## config.mk

```make
export PLATFORM = sky130hd
export DESIGN_NAME = uart_tx_ctrl
export DESIGN_NICKNAME = d
export VERILOG_FILES = /design/src/rtl/uart_tx_ctrl_pkg.sv /design/src/rtl/uart_tx_ctrl_fifo.sv /design/src/rtl/uart_tx_ctrl.sv
export SDC_FILE = /design/constraint.sdc
export NUM_CORES = 1
export LEC_CHECK = 0
export ABC_AREA = 1
export BUFFER_PORTS_ARGS = -buffer_cell sky130_fd_sc_hd__clkbuf_2
export CAP_MARGIN = 20
export CORE_MARGIN = 2
export CORE_UTILIZATION = 55
export DETAILED_ROUTE_END_ITERATION = 6
export PLACE_DENSITY_LB_ADDON = 0.3
export SLEW_MARGIN = 5
export SYNTH_ARGS = -nofsm -noshare
export SYNTH_HDL_FRONTEND = slang
export SYNTH_SLANG_ARGS = --single-unit
export TNS_END_PERCENT = 30
```

## constraint.sdc

```tcl
create_clock -name clk -period 4.7 [get_ports clk]
set_input_delay 0.705 -clock clk [delete_from_list [all_inputs] [get_ports clk]]
set_output_delay 0.705 -clock clk [all_outputs]
set_load 0.03 [all_outputs]
```

## src/rtl/uart_tx_ctrl_pkg.sv

```systemverilog
// -----------------------------------------------------------------------------
// uart_tx_ctrl_pkg
// Shared definitions for the memory-mapped UART transmit controller:
//   - sequencer state encoding
//   - register offsets relative to BASE_ADDR
//   - status and control register bit positions
//   - status byte packing helper
// -----------------------------------------------------------------------------
package uart_tx_ctrl_pkg;

    typedef enum logic [1:0] {
        IDLE      = 2'd0,
        LOAD      = 2'd1,
        WAIT_BUSY = 2'd2,
        WAIT_DONE = 2'd3
    } tx_state_t;

    // Register offsets from BASE_ADDR
    localparam int unsigned REG_DATA = 0;
    localparam int unsigned REG_CTRL = 1;

    // Status byte bit positions
    localparam int unsigned ST_FULL   = 0;
    localparam int unsigned ST_EMPTY  = 1;
    localparam int unsigned ST_OVF    = 2;
    localparam int unsigned ST_ACTIVE = 3;

    // Control register bit positions
    localparam int unsigned CTL_CLR_OVF = 0;
    localparam int unsigned CTL_FLUSH   = 1;

    // Bit 0 stays "full" so legacy firmware polling it as "busy" keeps working.
    function automatic logic [7:0] pack_status(
        input logic full,
        input logic empty,
        input logic ovf,
        input logic active
    );
        logic [7:0] s;
        s            = '0;
        s[ST_FULL]   = full;
        s[ST_EMPTY]  = empty;
        s[ST_OVF]    = ovf;
        s[ST_ACTIVE] = active;
        return s;
    endfunction

endpackage

```

## src/rtl/uart_tx_ctrl_fifo.sv

```systemverilog
// -----------------------------------------------------------------------------
// sync_fifo
// Single-clock byte FIFO with first-word-fall-through head output.
// Ports:
//   i_clk, i_reset  - clock, synchronous active-high reset
//   i_push, i_din   - write request and data (ignored while full)
//   i_pop           - read request (ignored while empty)
//   i_flush         - empty the FIFO; wins over push and pop
//   o_dout          - current head entry (combinational)
//   o_count         - number of stored entries (0..DEPTH)
//   o_full, o_empty - occupancy flags
// -----------------------------------------------------------------------------
module sync_fifo #(
    parameter int unsigned DEPTH = 16,
    parameter int unsigned WIDTH = 8
) (
    input  logic                     i_clk,
    input  logic                     i_reset,
    input  logic                     i_push,
    input  logic                     i_pop,
    input  logic                     i_flush,
    input  logic [WIDTH-1:0]         i_din,
    output logic [WIDTH-1:0]         o_dout,
    output logic [$clog2(DEPTH):0]   o_count,
    output logic                     o_full,
    output logic                     o_empty
);

    localparam int unsigned AW = $clog2(DEPTH);
    localparam logic [AW:0] FULL_CNT = DEPTH[AW:0];

    logic [WIDTH-1:0] r_mem [DEPTH];
    logic [AW-1:0]    r_wr_ptr;
    logic [AW-1:0]    r_rd_ptr;
    logic [AW:0]      r_count;

    logic w_do_push;
    logic w_do_pop;

    // Fullness is judged on the start-of-cycle count: a same-cycle pop does
    // not make room for a push.
    assign o_full    = (r_count == FULL_CNT);
    assign o_empty   = (r_count == '0);
    assign w_do_push = i_push & ~o_full;
    assign w_do_pop  = i_pop & ~o_empty;

    assign o_dout  = r_mem[r_rd_ptr];
    assign o_count = r_count;

    always_ff @(posedge i_clk) begin
        if (i_reset || i_flush) begin
            r_wr_ptr <= '0;
            r_rd_ptr <= '0;
            r_count  <= '0;
        end else begin
            if (w_do_push) begin
                r_wr_ptr <= r_wr_ptr + AW'(1);
            end
            if (w_do_pop) begin
                r_rd_ptr <= r_rd_ptr + AW'(1);
            end
            case ({w_do_push, w_do_pop})
                2'b10:   r_count <= r_count + (AW+1)'(1);
                2'b01:   r_count <= r_count - (AW+1)'(1);
                default: r_count <= r_count;
            endcase
        end
    end

    always_ff @(posedge i_clk) begin
        if (w_do_push && !i_flush) begin
            r_mem[r_wr_ptr] <= i_din;
        end
    end

endmodule

```

## src/rtl/uart_tx_ctrl.sv

```systemverilog
// -----------------------------------------------------------------------------
// uart_tx_ctrl
// Memory-mapped UART transmit controller. CPU writes to BASE_ADDR are queued
// in a byte FIFO; a sequencer drains the FIFO into the transmitter using the
// wr_en / tx_busy handshake.
// Ports:
//   clk, reset    - clock, synchronous active-high reset
//   m_addr        - CPU bus address (BASE_ADDR data/status, BASE_ADDR+1 control)
//   m_wr_data     - CPU write data
//   m_wr, m_rd    - write / read strobes, qualified by m_en
//   m_en          - bus enable
//   rd_data       - status byte (combinational, zero when not addressed)
//   rd_hit        - status read decode for the SoC read mux
//   tx_din        - byte presented to the transmitter (registered)
//   tx_wr_en      - one-cycle load pulse to the transmitter (registered)
//   tx_busy       - transmitter busy
// -----------------------------------------------------------------------------
module uart_tx_ctrl
    import uart_tx_ctrl_pkg::*;
#(
    parameter logic [10:0] BASE_ADDR    = 11'd101,
    parameter int unsigned DEPTH        = 16,
    parameter int unsigned BUSY_TIMEOUT = 4
) (
    input  logic        clk,
    input  logic        reset,
    input  logic [10:0] m_addr,
    input  logic [7:0]  m_wr_data,
    input  logic        m_wr,
    input  logic        m_rd,
    input  logic        m_en,
    output logic [7:0]  rd_data,
    output logic        rd_hit,
    output logic [7:0]  tx_din,
    output logic        tx_wr_en,
    input  logic        tx_busy
);

    localparam int unsigned CW = $clog2(DEPTH) + 1;
    localparam int unsigned TW = (BUSY_TIMEOUT > 1) ? $clog2(BUSY_TIMEOUT) : 1;
    localparam logic [TW-1:0] TMO_LAST = TW'(BUSY_TIMEOUT - 1);

    localparam logic [10:0] DATA_ADDR = BASE_ADDR + 11'(REG_DATA);
    localparam logic [10:0] CTRL_ADDR = BASE_ADDR + 11'(REG_CTRL);

    tx_state_t     r_state;
    tx_state_t     w_next_state;
    logic [TW-1:0] r_tmo_cnt;
    logic          r_overflow;
    logic [7:0]    r_tx_din;
    logic          r_tx_wr_en;

    logic          w_data_wr;
    logic          w_ctrl_wr;
    logic          w_flush;
    logic          w_clr_ovf;
    logic          w_load;
    logic [7:0]    w_head;
    logic [CW-1:0] w_count;
    logic          w_full;
    logic          w_empty;
    logic          w_active;

    // ---------------------------------------------------------------- decode
    assign w_data_wr = m_en & m_wr & (m_addr == DATA_ADDR);
    assign w_ctrl_wr = m_en & m_wr & (m_addr == CTRL_ADDR);
    assign w_flush   = w_ctrl_wr & m_wr_data[CTL_FLUSH];
    assign w_clr_ovf = w_ctrl_wr & m_wr_data[CTL_CLR_OVF];
    assign rd_hit    = m_en & m_rd & (m_addr == DATA_ADDR);

    // ------------------------------------------------------------------ FIFO
    sync_fifo #(
        .DEPTH (DEPTH),
        .WIDTH (8)
    ) u_fifo (
        .i_clk   (clk),
        .i_reset (reset),
        .i_push  (w_data_wr),
        .i_pop   (w_load),
        .i_flush (w_flush),
        .i_din   (m_wr_data),
        .o_dout  (w_head),
        .o_count (w_count),
        .o_full  (w_full),
        .o_empty (w_empty)
    );

    // ------------------------------------------------------------ sequencer
    always_ff @(posedge clk) begin
        if (reset) begin
            r_state <= IDLE;
        end else begin
            r_state <= w_next_state;
        end
    end

    // A flush in the same cycle as an IDLE pop wins, so the head byte is
    // discarded rather than loaded.
    always_comb begin
        w_next_state = r_state;
        w_load       = 1'b0;
        case (r_state)
            IDLE: begin
                if (!w_empty && !tx_busy && !w_flush) begin
                    w_next_state = LOAD;
                    w_load       = 1'b1;
                end
            end
            LOAD: begin
                w_next_state = WAIT_BUSY;
            end
            WAIT_BUSY: begin
                if (tx_busy) begin
                    w_next_state = WAIT_DONE;
                end else if (r_tmo_cnt == TMO_LAST) begin
                    w_next_state = IDLE;
                end
            end
            WAIT_DONE: begin
                if (!tx_busy) begin
                    w_next_state = IDLE;
                end
            end
            default: begin
                w_next_state = IDLE;
            end
        endcase
    end

    // Counts WAIT_BUSY cycles without tx_busy; cleared while in LOAD.
    always_ff @(posedge clk) begin
        if (reset || r_state == LOAD) begin
            r_tmo_cnt <= '0;
        end else if (r_state == WAIT_BUSY && !tx_busy) begin
            r_tmo_cnt <= r_tmo_cnt + TW'(1);
        end
    end

    // tx_wr_en is registered from the IDLE->LOAD decision, so it is high
    // exactly during the LOAD cycle.
    always_ff @(posedge clk) begin
        if (reset) begin
            r_tx_din   <= '0;
            r_tx_wr_en <= 1'b0;
        end else begin
            r_tx_wr_en <= w_load;
            if (w_load) begin
                r_tx_din <= w_head;
            end
        end
    end

    assign tx_din   = r_tx_din;
    assign tx_wr_en = r_tx_wr_en;

    // ------------------------------------------------------- status/control
    always_ff @(posedge clk) begin
        if (reset) begin
            r_overflow <= 1'b0;
        end else if (w_data_wr && w_full) begin
            r_overflow <= 1'b1;
        end else if (w_clr_ovf) begin
            r_overflow <= 1'b0;
        end
    end

    assign w_active = (r_state != IDLE) | tx_busy;
    assign rd_data  = rd_hit ? pack_status(w_full, w_empty, r_overflow, w_active) : '0;

endmodule

```

==> out/summary.txt, run 1 <==
status: complete, no violations
H-tree depth: 4
total leakage power: 2.713 nW
Hold WC Path Type: reg -> reg
Remaining Overflow, GRT: 0
Util after Layout: 0.6264
DRC Markers: 0
vias in the first global route: 4368
Horiz. Die Dim: 114.2 µm
Core Area: 0.01196 mm²
synthesized area: 0.006684 mm²
Hold Vio Cnt, Final: 0
drt pass-1 iters: 5
Avg Cell Area, Syn: 10.51 µm²
I/O Buffers: 38
clk slew on worst S/H paths: 60 ps
layout cell share with drive strength beyond 1: 0.1119
Yosys warnings: 0
final setup fails: 0
Tcrit/Tclk final: 0.6219
Rows: 40
clk sinks: 155
Initial Utilization: 0.5588
most frequent cells in the layout: 162 x nor2_1, 128 x edfxtp_1, 67 x nand3_1, 49 x o21ai_1, 46 x nand2_1
max_slew headroom: 0.3005
CTS Buf Count: 17
post-CTS setup buffer count: 0
WL/cell: 17.42 µm
CTS tree: built
clk buf depth: 2
endpoint class of the critical path: flop
fill count: 914
setup TNS: 0 ps
Setup crit start kind: flop
total number of vias: 4638
sequential share of the synthesized area: 0.6559
Ant. Diodes: 0
largest net degree at the start of global routing: 68
worst skew pair latency: 430 ps
IO Count: 43
worst slew pin tran: 1048 ps
peak supply drop: 0.3069 mV
Iter 0 DRT Violations: 414
Peak Freq: 0.3421 GHz
Period minus WS final: 2923 ps
root buf cell: clkbuf_16
total global-route track usage: 0.2320
hold buffers post-CTS: 0
Final Skew: 5.890 ps
Final Routed Wirelength: 14390 µm
Netlist cell types: 29
P per Cell Area: 505.3 mW/mm²
RSZ-0062 raised after global routing: no
crit path max fanout: 14
CP Class: reg -> reg
initial antenna violation count: 0
layout overhead on the synthesized area: 12.09%
WP data required: 5050 ps
first-pass GRT wire length: 22400 µm
Post-DP HPWL: 9218 µm
Cells after Synth: 636
Vias per Instance: 5.615
commonest non-fill, non-tap cell in the layout: nor2_1
MaxCap Viol Count: 0
#FFs+latches synth: 155
Resized Gates After CTS: 0
Slew Limit Fails: 0
Final GP Congestion: 0.8468
Worst Path Arrival: 3270 ps
Die Area: 0.01305 mm²
fin nets: 702
Chip Height: 114.2 µm
ANT nets after route: 0
synthesized netlist by cell type, drive strengths merged:
master	n	area (µm²)
o21ai	67	335.3
xor2	6	52.55
buf	30	193.9
nor3	1	16.27
o21a	2	15.01
dfxtp	27	540.5
fa	1	20.02
conb	1	3.750
inv	38	142.6
nand3	69	355.3
edfxtp	128	3844
nand4	3	18.77
clkinv	1	3.750
a211oi	1	7.510
a21oi	28	140.1
nand2	46	172.7
clkbuf	3	11.26
xnor2	1	8.760
nor2	163	614.3
a31oi	1	6.260
and2	8	50.05
ha	10	125.1
or2	1	6.260
worst max-delay path: stages (launching register included):
cell and delay (ps):
dfxtp_1 370, inv_1 100, nand4_1 140, nand2_1 60, inv_1 80, nand3_2 240, inv_1 370, ha_1 350
inv_1 80, fa_1 410, o21ai_0 220, xor2_1 190, nand2_1 90, a21oi_1 150
worst paths after layout:
check	from	end	slack (ps)	depth (start not counted)
setup / recovery	u_fifo.o_count[1]	u_fifo.o_count[4]	1780	13
setup reg to reg	u_fifo.o_count[1]	u_fifo.o_count[4]	1780	13
hold reg to reg	r_tmo_cnt[1]	r_tmo_cnt[1]	470	2
hold / removal	r_tmo_cnt[1]	r_tmo_cnt[1]	470	2
report_power, final:
group / switching [mW] / internal (mW)
Combinational: 0.583 / 0.257
Sequential: 0.0427 / 1.55
Clock: 0.530 / 0.827
Total: 1.16 / 2.63
final cells by class:
class                      count  area [µm²]  share of cell area
clock buffer                  19       432.9             0.05778
clock inverter                13       151.4             0.02021
inverter                      39       146.4             0.01954
multi-input combinational    412        1959              0.2615
sequential                   155        4385              0.5853
tap                          147       183.9             0.02455
timing repair buffer          41       232.7             0.03106
per-layer routing:
layer / track usage / share of wire / up-vias
met4: 0.09106 / 0.025 / 0
li1: - / - / 2230
met5: 0 / 0 / -
met1: 0.2977 / 0.41 / 2191
met2: 0.3794 / 0.49 / 182
met3: 0.06194 / 0.071 / 35
cells by family after synthesis:
family | after synthesis | synth area share
flops | 155 | 0.6559
buf+inv | 72 | 0.05260
xor+xnor | 7 | 0.009173
simple gates | 291 | 0.1846
fa+ha+maj | 11 | 0.02171
compound gates | 99 | 0.07544
other cells | 1 | 0.0005610
stage by stage:
| step | setup WS, ps | area [µm²] | cells | power, mW | hold slack (ps) |
|---|---|---|---|---|---|
| after CTS | 1816 | 7492 | 826 | 3.788 | 469.2 |
| final | 1777 | 7492 | 826 | 3.786 | 465.1 |
| after floorplan | 2074 | 6695 | 639 | 2.286 | 440.3 |
| after detailed placement | 1445 | 6908 | 794 | 2.449 | 459.9 |
| after global routing | 1513 | 7492 | 826 | 3.956 | 496.6 |
| after global placement | 1655 | 6880 | 793 | 2.409 | 452.5 |
sequential cells by signal (all words and copies together), names as in the netlist:
name and cells:
u_fifo.r_wr_ptr 4, tx_wr_en 1, r_state 2, r_overflow 1
tx_din 8, r_tmo_cnt 2, u_fifo.o_count 5, u_fifo.r_rd_ptr 4
u_fifo.r_mem 128
Power figures use the tool's default switching activity.
==> run 2: changes to the inputs <==
CORE_UTILIZATION = 54   (was 55)
clock period = 2.5 ns   (was 4.7 ns; I/O delays follow)
==> run 2 against run 1 <==
Final area increased by 2.7%; sequential share of layout area shrank 1.5 points; non-clock buffer count increased by 27; hold slack worse by 190 ps; first-iteration DRC count is 1.2% lower; largest power group unchanged; register-to-register slack worse by 1600 ps; clock skew grew 0.83 ps; die area increased by 1.8%; utilization grew 1.1 points; combinational power rose by 99%; via count up 0.73%.
==> out/summary.txt, run 2 (synthesis results as in run 1) <==
Core Area: 0.01206 mm²
WL/cell: 16.78 µm
CP Class: reg -> reg
clk sinks: 155
final setup fails: 0
layout cell share with drive strength beyond 1: 0.1473
post-CTS setup buffer count: 0
Initial Utilization: 0.5541
Final Skew: 6.719 ps
clk slew on worst S/H paths: 60 ps
IO Count: 43
total global-route track usage: 0.2367
worst slew pin tran: 739.6 ps
total number of vias: 4672
Horiz. Die Dim: 115.3 µm
Hold WC Path Type: in -> reg
CTS tree: built
fill count: 941
MaxCap Viol Count: 0
I/O Buffers: 38
max reg flops: 128
WP data required: 2850 ps
layout overhead on the synthesized area: 15.07%
Largest Register: u_fifo.r_mem
worst skew pair latency: 430 ps
Die Area: 0.01328 mm²
ANT nets after route: 0
drt pass-1 iters: 5
Final Routed Wirelength: 14670 µm
crit path max fanout: 5
Tcrit/Tclk final: 0.9153
initial antenna violation count: 0
dpl cells: 842
total leakage power: 2.835 nW
Peak Freq: 0.4370 GHz
endpoint class of the critical path: flop
vias in the first global route: 4634
Ant. Diodes: 0
Post-DP HPWL: 9413 µm
largest net degree at the start of global routing: 68
Worst Path Arrival: 2640 ps
most frequent cells in the layout: 162 x nor2_1, 128 x edfxtp_1, 67 x nand3_1, 50 x o21ai_1, 46 x nand2_1
max_slew headroom: 0.5069
storage element area: 0.004385 mm²
DRC Markers: 0
Util after Layout: 0.6377
Iter 0 DRT Violations: 409
root buf cell: clkbuf_16
setup ws final: 211.6 ps
P per Cell Area: 928.0 mW/mm²
Hold Vio Cnt, Final: 0
commonest non-fill, non-tap cell in the layout: nor2_1
Rows: 40
Remaining Overflow, GRT: 0
status: complete, no violations
clk buf depth: 2
fin nets: 729
combined area of the multi-input logic cells: 0.001962 mm²
Final GP Congestion: 0.8543
peak supply drop: 0.6731 mV
CTS Buf Count: 17
RSZ-0062 raised after global routing: no
Vias per Instance: 5.346
Chip Height: 115.3 µm
Slew Limit Fails: 0
H-tree depth: 4
first-pass GRT wire length: 23230 µm
Period minus WS final: 2288 ps
setup TNS: 0 ps
Place WS: -45.44 ps
Setup crit start kind: flop
non-filler cells, final: 874
-- run 2: cell types whose count changed in the layout (fill, tap and decap cells not counted), moves of 2 or more --
| cell | before | now |
|---|---|---|
| buf_4 | 2 | 30 |
| clkbuf_1 | 2 | 0 |
| clkinv_2 | 2 | 0 |
| clkinv_1 | 4 | 6 |
| inv_6 | 0 | 4 |
-- run 2: report_power, final --
part           switching, mW  internal, mW  total [mW]
clock                   1.01          1.46        2.48
combinational           1.13         0.547        1.67
sequential            0.0822          2.91        2.99
-- run 2: worst max-delay path, stage by stage (launching register included) --
cell,delay [ps]
dfxtp_1,380
inv_1,110
nand4_1,130
nand2_1,60
inv_1,80
nand3_2,80
inv_1,90
ha_2,230
inv_1,70
fa_1,410
o21ai_1,210
xor2_1,170
nand2_1,80
a21oi_1,110
-- run 2: per-stage QoR --
step	instance area [µm²]	power, mW	hold slack [ps]
after detailed placement	7117	4.680	468.7
after global routing	7691	7.486	308.5
after CTS	7689	7.145	269.4
after global placement	7117	4.630	448.5
final	7691	7.138	278.6
after floorplan	6695	4.298	440.3
-- run 2: layer usage --
layer,track usage,part of all wire,up-vias
li1,-,-,2279
met1,0.2966,0.42,2238
met2,0.4008,0.51,139
met3,0.06431,0.061,16
met4,0.07952,0.011,0
met5,0,0,-
-- run 2: final cells by class --
type	instances	share of cell area
Sequential cell	155	0.5702
Multi-Input combinational cell	412	0.2551
Clock buffer	17	0.05531
Timing Repair Buffer	68	0.05401
Tap cell	168	0.02733
Clock inverter	15	0.01903
Inverter	39	0.01903
-- run 2: path summary, 6_finish.rpt --
kind	slack (ps)	cells after the start	from	end
setup / recovery	210	13	u_fifo.o_count[1]	u_fifo.o_count[4]
hold / removal	280	3	tx_busy	r_state[1]
setup reg to reg	210	13	u_fifo.o_count[1]	u_fifo.o_count[4]
hold reg to reg	480	2	r_overflow	r_overflow
-- run 2: what timing repair did --
action / CTS / global route
resized for setup: 0 / 2
endpoints found under the setup margin: 0 / 1
hold buffers: 0 / 0
==> run 3: changes to the inputs <==
BUFFER_PORTS_ARGS = -buffer_cell sky130_fd_sc_hd__buf_2   (was -buffer_cell sky130_fd_sc_hd__clkbuf_2)
==> run 3 against run 2 <==
Total power rose by 0.83%; register-to-register slack improved by 30 ps; largest power group unchanged; non-clock buffer count did not move; final cell count fell by 0.11%; wire length fell by 0.55%; sequential power barely moved; clock skew rose by 5.3 ps; clock-buffer cell count rose by 2; hold slack improved by 1.8 ps.
==> out/summary.txt, run 3 (synthesis results as in run 1) <==
status: complete, no violations
Hold EP: r_state[1]
Worst Path Arrival: 2620 ps
Hold Vio Cnt, Final: 0
commonest non-fill, non-tap cell in the layout: nor2_1
I/O Buffers: 38
WL/cell: 16.71 µm
Period minus WS final: 2263 ps
R2R Path End: u_fifo.o_count[4]
ANT nets after route: 0
hold_sp: tx_busy
fill count: 965
MaxCap Viol Count: 0
Rows: 40
Initial Utilization: 0.5541
Peak Freq: 0.4419 GHz
WHS Path Cells: 3
CTS Buf Count: 17
RSZ-0062 raised after global routing: no
Critical Path Max Stage Delay: 410 ps
storage element area: 0.004385 mm²
vias in the first global route: 4533
R2R Setup Slk: 240 ps
Final GP Congestion: 0.8563
final setup fails: 0
Final Skew: 12.06 ps
WP data required: 2860 ps
Chip Height: 115.3 µm
Largest Register: u_fifo.r_mem
Tcrit/Tclk final: 0.9051
Ant. Diodes: 0
worst skew pair latency: 430 ps
Die Area: 0.01328 mm²
CP Cell Sequence: inv_1 > nand4_1 > nand2_1 > inv_1 > nand3_2 > inv_1 > ha_2 > inv_1 > fa_1 > o21ai_1 > xor2_1 > nand2_1 > a21oi_1
smallest hold slack: 280.4 ps
hold buffers post-CTS: 0
max reg flops: 128
Remaining Overflow, GRT: 0
Core Area: 0.01206 mm²
peak supply drop: 0.6695 mV
Hold WC Path Type: in -> reg
layout cell share with drive strength beyond 1: 0.1475
H-tree depth: 4
CP max stage cell: fa_1
Slew Limit Fails: 0
Setup crit start kind: flop
post-CTS setup buffer count: 0
drt pass-1 iters: 7
first-pass GRT wire length: 23040 µm
initial antenna violation count: 0
Horiz. Die Dim: 115.3 µm
Iter 0 DRT Violations: 394
clk sinks: 155
total number of vias: 4749
CTS tree: built
Total Power: 7.197 mW
Post-DP HPWL: 9489 µm
clk buf depth: 2
total global-route track usage: 0.2360
root buf cell: clkbuf_16
reg2reg start: u_fifo.o_count[1]
CP Class: reg -> reg
crit path max fanout: 5
worst reg2reg path depth: 13
endpoint class of the critical path: flop
largest net degree at the start of global routing: 68
Final Routed Wirelength: 14590 µm
clk slew on worst S/H paths: 60 ps
total leakage power: 2.848 nW
Vias per Instance: 5.440
IO Count: 43
DRC Markers: 0
layout overhead on the synthesized area: 15.39%
fin nets: 729
worst slew pin tran: 732.1 ps
P per Cell Area: 933.2 mW/mm²
max_slew headroom: 0.5119
crit-path most repeated cell: inv_1
most frequent cells in the layout: 162 x nor2_1, 128 x edfxtp_1, 67 x nand3_1, 50 x o21ai_1, 46 x nand2_1
combined area of the multi-input logic cells: 0.001962 mm²
Resized Gates After CTS: 0
==> run 3: per-layer routing <==
| layer | up-vias | global-route usage | wire, µm |
|---|---|---|---|
| met2 | 158 | 0.3902 | 7357 |
| met3 | 17 | 0.05851 | 840 |
| met1 | 2286 | 0.3011 | 6151 |
| met5 | - | 0 | 0 |
| li1 | 2288 | - | - |
| met4 | 0 | 0.09478 | 237 |
==> run 3: worst max path at each step <==
| stage | from | end | slack, ps | cells after the start |
|---|---|---|---|---|
| final | u_fifo.o_count[1] | u_fifo.o_count[4] | 240 | 13 |
| after global routing | u_fifo.o_count[1] | u_fifo.o_count[4] | 20 | 13 |
| after CTS | u_fifo.o_count[1] | u_fifo.o_count[4] | 150 | 13 |
| after detailed placement | m_addr[4] | u_fifo.o_count[4] | -40 | 14 |
| after global placement | m_addr[9] | u_fifo.o_count[4] | 120 | 14 |
| after floorplan | m_addr[4] | u_fifo.o_count[4] | 200 | 14 |
==> run 3: layout make-up <==
class,count,share of cell area
clock buffer,19,0.05613
clock inverter,12,0.01914
inverter,39,0.01898
multi-input combinational,412,0.2544
sequential,155,0.5686
tap,168,0.02726
timing repair buffer,68,0.05548
==> run 3: worst max-delay path: cells and delay by family, from the launching register on <==
family                   cells  cell delay (ps)
AO/OA/AOI/OAI                2              300
buffers and inverters        4              340
XOR/XNOR                     1              180
AND/OR/NAND/NOR              4              340
adder cells (fa/ha/maj)      2              650
flip-flops                   1              380
==> run 3: per-stage QoR <==
step | utilization | setup TNS, ps | std cells | cell area, µm² | setup slack (ps)
floorplan | - | 0 | 639 | 6695 | 204.3
global placement | 0.5911 | 0 | 842 | 7129 | 123.7
detailed placement | 0.5911 | -41.07 | 842 | 7129 | -41.07
CTS | 0.6392 | 0 | 873 | 7710 | 147.8
global route | 0.6394 | 0 | 873 | 7712 | 18.76
finish | 0.6394 | 0 | 873 | 7712 | 237.2
==> run 3: power breakdown <==
part	internal, mW	switching (mW)	total, mW	leakage (nW)
Clock	1.55	0.980	2.53	0.271
Sequential	2.91	0.0759	2.98	1.37
Combinational	0.559	1.12	1.68	1.21
Total	5.02	2.18	7.20	2.85
